--- src/rtl/out_byte_uart_tx_if.sv ---
// out_byte_uart_tx_if: groups the core-side byte port and the line/status
// signals of the byte-stream UART transmitter.
//   out_byte    [7:0] byte from the core, valid while out_byte_en = 1
//   out_byte_en       one-cycle write strobe, back-to-back highs allowed
//   uart_tx           serial line, idles high
//   busy              frame on the line or bytes queued
//   fifo_full         FIFO holds FIFO_DEPTH entries
//   overflow          sticky dropped-byte flag
// master = core/bench side, slave = transmitter side.
interface out_byte_uart_tx_if;
    logic [7:0] out_byte;
    logic       out_byte_en;
    logic       uart_tx;
    logic       busy;
    logic       fifo_full;
    logic       overflow;

    modport master (
        output out_byte,
        output out_byte_en,
        input  uart_tx,
        input  busy,
        input  fifo_full,
        input  overflow
    );

    modport slave (
        input  out_byte,
        input  out_byte_en,
        output uart_tx,
        output busy,
        output fifo_full,
        output overflow
    );
endinterface

--- src/rtl/out_byte_uart_tx.sv ---
// out_byte_uart_tx: queues bytes strobed by the core in a small FIFO and
// serialises them onto a UART pin as 8N1 frames, LSB first.
//   clk  sole clock, rising edge
//   rst  synchronous, active-high reset
//   bus  out_byte_uart_tx_if.slave
//          in : out_byte[7:0], out_byte_en
//          out: uart_tx, busy, fifo_full, overflow (all registered)
module out_byte_uart_tx #(
    parameter int unsigned CLK_HZ     = 27_000_000,
    parameter int unsigned BAUD       = 115_200,
    parameter int unsigned FIFO_DEPTH = 16
) (
    input  logic              clk,
    input  logic              rst,
    out_byte_uart_tx_if.slave bus
);

    localparam int unsigned CLKS_PER_BIT = CLK_HZ / BAUD;
    localparam int unsigned AW           = $clog2(FIFO_DEPTH);
    localparam int unsigned PW           = AW + 1;
    localparam int unsigned CW           = $clog2(CLKS_PER_BIT);
    localparam logic [CW-1:0] BAUD_LAST  = CW'(CLKS_PER_BIT - 1);

    typedef enum logic [1:0] {
        ST_IDLE  = 2'd0,
        ST_START = 2'd1,
        ST_DATA  = 2'd2,
        ST_STOP  = 2'd3
    } state_e;

    // FSM and datapath registers
    state_e          state_q, state_d;
    logic [CW-1:0]   baud_q, baud_d;
    logic [2:0]      bit_q, bit_d;
    logic [7:0]      shift_q, shift_d;

    // FIFO pointers carry one extra wrap bit to tell full from empty
    logic [PW-1:0]   wr_ptr_q, wr_ptr_d;
    logic [PW-1:0]   rd_ptr_q, rd_ptr_d;
    logic [7:0]      mem_q [FIFO_DEPTH];

    // Registered outputs
    logic            tx_q, tx_d;
    logic            busy_q, busy_d;
    logic            full_q, full_d;
    logic            overflow_q, overflow_d;

    // Combinational helpers
    logic            empty_c;
    logic            push_c;
    logic            drop_c;
    logic            pop_c;
    logic            baud_last_c;
    logic [7:0]      head_c;

    assign empty_c     = (wr_ptr_q == rd_ptr_q);
    // Full is judged on pre-edge state, so a pop on the same edge cannot
    // make room for a strobe that arrives while full.
    assign push_c      = bus.out_byte_en && !full_q;
    assign drop_c      = bus.out_byte_en && full_q;
    assign baud_last_c = (baud_q == BAUD_LAST);
    assign head_c      = mem_q[rd_ptr_q[AW-1:0]];

    // Next-state logic for the frame sequencer
    always_comb begin
        state_d = state_q;
        baud_d  = baud_q;
        bit_d   = bit_q;
        shift_d = shift_q;
        pop_c   = 1'b0;

        case (state_q)
            ST_IDLE: begin
                // Baud counter is parked at zero while idle
                baud_d = '0;
                bit_d  = '0;
                if (!empty_c) begin
                    pop_c   = 1'b1;
                    shift_d = head_c;
                    state_d = ST_START;
                end
            end

            ST_START: begin
                if (baud_last_c) begin
                    baud_d  = '0;
                    state_d = ST_DATA;
                end else begin
                    baud_d = baud_q + CW'(1);
                end
            end

            ST_DATA: begin
                if (baud_last_c) begin
                    baud_d  = '0;
                    shift_d = {1'b0, shift_q[7:1]};
                    if (bit_q == 3'd7) begin
                        bit_d   = '0;
                        state_d = ST_STOP;
                    end else begin
                        bit_d = bit_q + 3'd1;
                    end
                end else begin
                    baud_d = baud_q + CW'(1);
                end
            end

            ST_STOP: begin
                if (baud_last_c) begin
                    baud_d = '0;
                    // Chain straight into the next start bit when more is queued
                    if (!empty_c) begin
                        pop_c   = 1'b1;
                        shift_d = head_c;
                        bit_d   = '0;
                        state_d = ST_START;
                    end else begin
                        state_d = ST_IDLE;
                    end
                end else begin
                    baud_d = baud_q + CW'(1);
                end
            end

            default: begin
                state_d = ST_IDLE;
                baud_d  = '0;
                bit_d   = '0;
            end
        endcase
    end

    // Pointer, flag and line next-state
    always_comb begin
        wr_ptr_d   = wr_ptr_q + PW'(push_c);
        rd_ptr_d   = rd_ptr_q + PW'(pop_c);
        full_d     = (wr_ptr_d[AW] != rd_ptr_d[AW]) &&
                     (wr_ptr_d[AW-1:0] == rd_ptr_d[AW-1:0]);
        overflow_d = overflow_q | drop_c;
        // busy also covers the cycle the final stop bit is still leaving
        // the line flop after the sequencer has returned to idle.
        busy_d     = (state_d != ST_IDLE) || (state_q != ST_IDLE) ||
                     (wr_ptr_d != rd_ptr_d);

        tx_d = 1'b1;
        case (state_q)
            ST_START: tx_d = 1'b0;
            ST_DATA:  tx_d = shift_q[0];
            default:  tx_d = 1'b1;
        endcase
    end

    // State and output registers
    always_ff @(posedge clk) begin
        if (rst) begin
            state_q    <= ST_IDLE;
            baud_q     <= '0;
            bit_q      <= '0;
            shift_q    <= '0;
            wr_ptr_q   <= '0;
            rd_ptr_q   <= '0;
            tx_q       <= 1'b1;
            busy_q     <= 1'b0;
            full_q     <= 1'b0;
            overflow_q <= 1'b0;
        end else begin
            state_q    <= state_d;
            baud_q     <= baud_d;
            bit_q      <= bit_d;
            shift_q    <= shift_d;
            wr_ptr_q   <= wr_ptr_d;
            rd_ptr_q   <= rd_ptr_d;
            tx_q       <= tx_d;
            busy_q     <= busy_d;
            full_q     <= full_d;
            overflow_q <= overflow_d;
        end
    end

    // FIFO storage; contents are don't-care until a pointer covers them
    always_ff @(posedge clk) begin
        if (push_c && !rst) begin
            mem_q[wr_ptr_q[AW-1:0]] <= bus.out_byte;
        end
    end

    assign bus.uart_tx   = tx_q;
    assign bus.busy      = busy_q;
    assign bus.fifo_full = full_q;
    assign bus.overflow  = overflow_q;

endmodule
--- src/flat_wrapper.sv ---
// flat-port wrapper written by rule: the top's interface ports become plain ports
module out_byte_uart_tx_flat 
#(
    parameter int unsigned CLK_HZ     = 27_000_000,
    parameter int unsigned BAUD       = 115_200,
    parameter int unsigned FIFO_DEPTH = 16
)
  (clk, rst, bus_out_byte, bus_out_byte_en, bus_uart_tx, bus_busy, bus_fifo_full, bus_overflow);
  out_byte_uart_tx_if bus_i ();
  input  logic clk;
  input  logic rst;
  input wire logic [$bits(bus_i.out_byte)-1:0] bus_out_byte;
  input wire logic [$bits(bus_i.out_byte_en)-1:0] bus_out_byte_en;
  output wire logic [$bits(bus_i.uart_tx)-1:0] bus_uart_tx;
  output wire logic [$bits(bus_i.busy)-1:0] bus_busy;
  output wire logic [$bits(bus_i.fifo_full)-1:0] bus_fifo_full;
  output wire logic [$bits(bus_i.overflow)-1:0] bus_overflow;
  assign bus_i.out_byte = bus_out_byte;
  assign bus_i.out_byte_en = bus_out_byte_en;
  assign bus_uart_tx = bus_i.uart_tx;
  assign bus_busy = bus_i.busy;
  assign bus_fifo_full = bus_i.fifo_full;
  assign bus_overflow = bus_i.overflow;
  out_byte_uart_tx #(.CLK_HZ(CLK_HZ), .BAUD(BAUD), .FIFO_DEPTH(FIFO_DEPTH)) u_core (.clk(clk), .rst(rst), .bus(bus_i));
endmodule
--- config.mk ---
export PLATFORM = sky130hd
export DESIGN_NAME = out_byte_uart_tx_flat
export DESIGN_NICKNAME = d
export VERILOG_FILES = /design/src/rtl/out_byte_uart_tx_if.sv /design/src/rtl/out_byte_uart_tx.sv /design/src/flat_wrapper.sv
export SDC_FILE = /design/constraint.sdc
export NUM_CORES = 1
export LEC_CHECK = 0
export CAP_MARGIN = 20
export CORE_ASPECT_RATIO = 2
export CORE_MARGIN = 10
export CORE_UTILIZATION = 50
export DETAILED_ROUTE_END_ITERATION = 8
export DONT_BUFFER_PORTS = 1
export MAX_ROUTING_LAYER = met4
export PLACE_DENSITY = 0.64
export REMOVE_ABC_BUFFERS = 1
export SLEW_MARGIN = 15
export SYNTH_ARGS = -nofsm -noshare
export SYNTH_HDL_FRONTEND = slang
export SYNTH_SLANG_ARGS = --single-unit
--- constraint.sdc ---
create_clock -name clk -period 3.35 [get_ports clk]
set_input_delay 0.67 -clock clk [delete_from_list [all_inputs] [get_ports clk]]
set_output_delay 0.67 -clock clk [all_outputs]
set_load 0.01 [all_outputs]
==> impl_metrics.toml, run 1 <==
[global_routing]
grt_pass1_wl_mm = 22.1
grt_max_degree = 29
track_usage_pct = 16.4
antenna_found_initial = 0
grt_pass1_vias = 4004
overflow = 0

[clocking]
postCtsResizedCells = 0
clock-root-buffer = "clkbuf_16"
cts_buffers = 17
cts.sinks = 163
post_cts_buffers = 0
cts_hold_buf = 0
htree_num_levels = 4
clk_latency_ps = 430
clockBufferDepth = 2
cts_tree = "built"
clkTransAtPathRegs_ps = 70

[die]
die_area_um2 = 18900
num_rows = 60
io_pins = 15
core_area_um2 = 13400
die_h_um = 185
start_util_pct = 50.8
dieWidth_um = 102

[timing]
finalSetupTns_ps = 0
worst_slack_ps = 587
max_clock_freq_ghz = 0.362
setup_viol = 0
hold_viol = 0
tightest_slew_ps = 869
maxSlewViolCount = 0
fin_worst_skew_ps = 7.81
relSlewSlack_pct = 41.8
rsz0062_at_grt = "false"
period_needed_ps = 2760
period_share_pct = 82.5

[pwr]
clkPwrFrac_pct = 39.1
internal-power_mw = 3.66
switching_share_pct = 26.8
pwr-share-seq_pct = 46.5
p_switching_mw = 1.34
p_per_area_nw_per_um2 = 660
peakVddDrop_v = 0.000456
power_frac_comb_pct = 14.4
leakage_nw = 2.50

[setup_path]
crit_required_ps = 3640
crit_chain = "xnor2_1 > nand3_1 > nor2_1 > nor3_1 > ha_1 > ha_1 > xnor2_1 > xor2_1 > nor3_1 > a41o_1 > o221ai_1"
path_class = "flop to flop"
endpoint_kind = "flop"
crit_path_start_kind = "flop"
reg2reg_depth = 11
worst_ep_arrival_time_ps = 3050
timing.rr.end = "u_core.bus.busy$_SDFF_PP0_"
crit_fanout = 12
r2r-start = "u_core.rd_ptr_q[2]$_SDFF_PP0_"
reg2reg_slack_ps = 590
cpPeakStageDelay_ps = 630
slowest_stage = "dfxtp_1"

[logic_synthesis]
async_flop_share_pct = 0
seq_area_frac_synth_pct = 66.9
ys.warnings.count = 0
synth_edf_count = 128
ys.flop_type = "edfxtp_1"
syn_inst = 444
postSynthAreaPerCell_um2 = 15.3
ys_seq_elements = 163
syn_area_um2 = 6790
yosysUniqueCellTypes = 47

[place]
numPortBuffers = 0
gp_congestion = 0.874
preCtsSetupSlack_ps = 608
placed_cells = 590
hpwlAfterDp_mm = 9.99
place_area_um2 = 6970

[routing]
ant_nets = 0
viasPerCell = 6.00
vias = 3730
first_pass_iters = 4
dr.first_iter.drc_count = 248
wl_mm = 14.0
drc = 0
wire_per_inst_um = 22.4

[hold_path]
hp-start = "rst"
hold_path_end = "u_core.bus.overflow$_SDFF_PP0_"
holdPathStages = 1
min-delay-path-class = "input port to flop"

[flow_run]
max-cap-violations = 0

[final_layout]
final_common_cell = "edfxtp_1"
diodes = 0
nets = 478
mostFrequentLayoutCells = "edfxtp_1, nor2_1, dfxtp_1, mux2i_1"
stdcell_area_um2 = 7570
drive_above_1_share_pct = 15.4
syn_to_final_growth_pct = 11.5
stdcell_count = 622

[status]
outcome = "finished clean"
[worst max path at each step]
stage                                        from                            to  slack [ps]  depth (start not counted)
global route        u_core.rd_ptr_q[2]$_SDFF_PP0_    u_core.bus.busy$_SDFF_PP0_         330                         11
floorplan           u_core.rd_ptr_q[0]$_SDFF_PP0_    u_core.bus.busy$_SDFF_PP0_        -390                         11
global placement                  bus_out_byte_en  u_core.mem_q[1][5]$_DFFE_PP_         620                          4
CTS                 u_core.rd_ptr_q[2]$_SDFF_PP0_    u_core.bus.busy$_SDFF_PP0_         600                         11
finish              u_core.rd_ptr_q[2]$_SDFF_PP0_    u_core.bus.busy$_SDFF_PP0_         590                         11
detailed placement                bus_out_byte_en  u_core.mem_q[1][1]$_DFFE_PP_         610                          4
[cell usage after synthesis (7+ instances only)]
master	n	share of area, %
xnor2_1	11	1.4
a221oi_1	11	1.4
o21ai_1	7	0.52
buf_2	10	0.74
mux2i_1	30	4.4
mux4_2	15	5.0
dfxtp_1	35	10
nor2b_1	10	0.92
nor2_1	38	2.1
clkbuf_1	9	0.50
a21oi_1	14	1.0
edfxtp_1	128	57
ha_1	13	2.4
nand3_1	13	0.96
xor2_1	10	1.3
nor3_1	16	1.2
nand2_1	12	0.66
[critical path, delay by kind of cell, from the launching register on]
family,cells,cell delay (ps)
AO/OA/AOI/OAI,2,310
adder cells (fa/ha/maj),2,410
AND/OR/NAND/NOR,4,770
XOR/XNOR,3,510
flip-flops,1,630
[cell type report]
| class | instances | area [µm²] |
|---|---|---|
| Sequential cell | 163 | 4550 |
| Clock buffer | 17 | 425 |
| Inverter | 7 | 26.3 |
| Tap cell | 155 | 194 |
| Fill cell | 1018 | 5790 |
| Clock inverter | 15 | 183 |
| Multi-Input combinational cell | 248 | 2070 |
| Timing Repair Buffer | 17 | 128 |
[sequential cells by signal, summed over array words and instances, names as in the netlist]
register              cells
u_core.baud_q             8
u_core.bit_q              3
u_core.bus.busy           1
u_core.bus.fifo_full      1
u_core.bus.overflow       1
u_core.bus.uart_tx        1
u_core.mem_q            128
u_core.rd_ptr_q           5
u_core.shift_q            8
u_core.state_q            2
u_core.wr_ptr_q           5
[kinds of logic after synthesis]
family / Yosys count / synth area share [%]
xor+xnor: 21 / 2.71
buf+inv: 33 / 2.60
simple gates: 104 / 7.42
fa+ha+maj: 13 / 2.39
flops: 163 / 66.9
compound gates: 60 / 6.67
mux: 50 / 11.3
[metal layers]
layer / vias up / global-route usage, % / wire length (µm)
met1: 1862 / 15.9 / 4980
met3: 38 / 3.40 / 520
met4: 0 / 9.19 / 627
met2: 89 / 29.0 / 7820
met5: - / - / 0
li1: 1741 / - / -
[power groups by stage]
stage | registers (mW) | logic (mW) | clock network [mW]
2_1_floorplan | 2.42 | 0.502 | 0
3_3_place_gp | 2.37 | 0.721 | 0
3_5_place_dp | 2.37 | 0.722 | 0
4_1_cts | 2.33 | 0.729 | 1.97
5_1_grt | 2.34 | 0.790 | 2.07
6_report | 2.33 | 0.721 | 1.95
[through the flow]
stage,hold slack (ps),utilization [%],power [mW]
finish,308,56.7,5.00
global route,296,56.7,5.20
CTS,299,56.7,5.03
detailed placement,462,52.1,3.10
global placement,447,52.1,3.09
floorplan,438,-,2.92
(Power assumes the default switching activity.)
==> run 2: changes to the inputs <==
PLACE_DENSITY = 0.67   (was 0.64)
clock period = 2.3 ns   (was 3.35 ns; I/O delays follow)
==> impl_metrics.toml, run 2 (same netlist as run 1, synthesis figures left out) <==
[clocking]
cts_hold_buf = 0
clkTransAtPathRegs_ps = 70
cts_buffers = 17
clk_latency_ps = 420
cts.sinks = 163
clock-root-buffer = "clkbuf_16"
htree_num_levels = 4
clockBufferDepth = 2
cts_tree = "built"

[global_routing]
track_usage_pct = 16.6
antenna_found_initial = 0
grt_max_degree = 33
grt_pass1_wl_mm = 22.5
overflow = 0
grt_pass1_vias = 4194

[setup_path]
r2r-start = "u_core.baud_q[1]$_SDFF_PP0_"
crit_required_ps = 2590
timing.rr.end = "u_core.bus.busy$_SDFF_PP0_"
endpoint_kind = "flop"
crit_path_start_kind = "flop"
reg2reg_depth = 13
reg2reg_slack_ps = 30
crit_fanout = 2
path_class = "flop to flop"
worst_ep_arrival_time_ps = 2560

[die]
dieWidth_um = 102
die_area_um2 = 18900
die_h_um = 185
io_pins = 15
num_rows = 60
core_area_um2 = 13400
start_util_pct = 50.8

[pwr]
leakage_nw = 2.77
peakVddDrop_v = 0.000699
p_per_area_nw_per_um2 = 927

[timing]
setup_viol = 0
rsz0062_at_grt = "true"
tightest_slew_ps = 560
hold_viol = 0
period_needed_ps = 2270
worst_slack_ps = 30.1
period_share_pct = 98.7
fin_worst_skew_ps = 12.1
relSlewSlack_pct = 62.2
maxSlewViolCount = 0
max_clock_freq_ghz = 0.441
finalSetupTns_ps = 0

[routing]
ant_nets = 0
vias = 3925
wl_mm = 14.3
drc = 0
first_pass_iters = 5
viasPerCell = 5.86
dr.first_iter.drc_count = 258
wire_per_inst_um = 21.4

[place]
numPortBuffers = 0
gp_congestion = 0.883
preCtsSetupSlack_ps = -217
hpwlAfterDp_mm = 10.0

[final_layout]
nets = 526
final_common_cell = "edfxtp_1"
drive_above_1_share_pct = 27.2
syn_to_final_growth_pct = 18.7
mostFrequentLayoutCells = "edfxtp_1, buf_4, nor2_1, dfxtp_1, mux2i_1"
largest_register_ffs = 128
diodes = 0

[status]
outcome = "finished clean"

[hold_path]
holdPathStages = 1
hold_path_end = "u_core.rd_ptr_q[0]$_SDFF_PP0_"
hp-start = "rst"
min-delay-path-class = "input port to flop"

[flow_run]
max-cap-violations = 0
## run 2: through the flow
stage / power [mW] / hold slack [ps] / cells / area, µm² / utilization (%)
final: 7.48 / 103 / 670 / 8060 / 60.3
after detailed placement: 4.64 / 466 / 632 / 7290 / 54.6
after floorplan: 4.25 / 438 / 418 / 6640 / -
after CTS: 7.49 / 93.5 / 668 / 7990 / 59.8
after global routing: 7.77 / 90.7 / 670 / 8060 / 60.3
after global placement: 4.62 / 449 / 632 / 7290 / 54.6
## run 2: how the worst max path moves through the flow
stage / start / to / slack (ps) / cells after the start
floorplan: u_core.rd_ptr_q[0]$_SDFF_PP0_ / u_core.bus.busy$_SDFF_PP0_ / -1440 / 11
global placement: u_core.baud_q[1]$_SDFF_PP0_ / u_core.bus.busy$_SDFF_PP0_ / -80 / 13
detailed placement: u_core.baud_q[1]$_SDFF_PP0_ / u_core.bus.busy$_SDFF_PP0_ / -220 / 13
CTS: u_core.baud_q[1]$_SDFF_PP0_ / u_core.bus.busy$_SDFF_PP0_ / -110 / 13
global route: u_core.baud_q[1]$_SDFF_PP0_ / u_core.bus.busy$_SDFF_PP0_ / -130 / 13
finish: u_core.baud_q[1]$_SDFF_PP0_ / u_core.bus.busy$_SDFF_PP0_ / 30 / 13
## run 2: power by group
| group | total [mW] | switching, mW | internal (mW) |
|---|---|---|---|
| Clock | 2.83 | 1.19 | 1.64 |
| Sequential | 3.37 | 0.0726 | 3.29 |
| Combinational | 1.28 | 0.657 | 0.625 |
## run 2: critical path: stages, from the launching register on
cell      delay, ps
dfxtp_2         330
inv_2            60
ha_4            110
nand3b_1        110
nor2_2          170
a21oi_2          80
nor3_2          170
ha_2            240
ha_4            170
nand3_4          70
xor2_2          200
xnor2_2         160
a41o_1          200
o221ai_2         80
## run 2: routing by layer
metal	up-vias	part of all wire, %	global-route usage (%)
met2	95	59	30.5
li1	1836	-	-
met5	-	0	-
met3	27	3.3	3.51
met1	1967	34	15.6
met4	0	3.8	7.89
## run 2: area by class of cell
type,count,area (µm²)
Tap cell,155,194
Clock buffer,18,429
Sequential cell,163,4550
Multi-Input combinational cell,248,2190
Inverter,7,26.3
Timing Repair Buffer,65,504
Fill cell,1017,5300
Clock inverter,14,166
## run 2: repair_timing
action,in CTS,in global routing
setup endpoints to repair,2,4
resized for setup,16,9
pin swaps,10,7
setup buffers,4,2
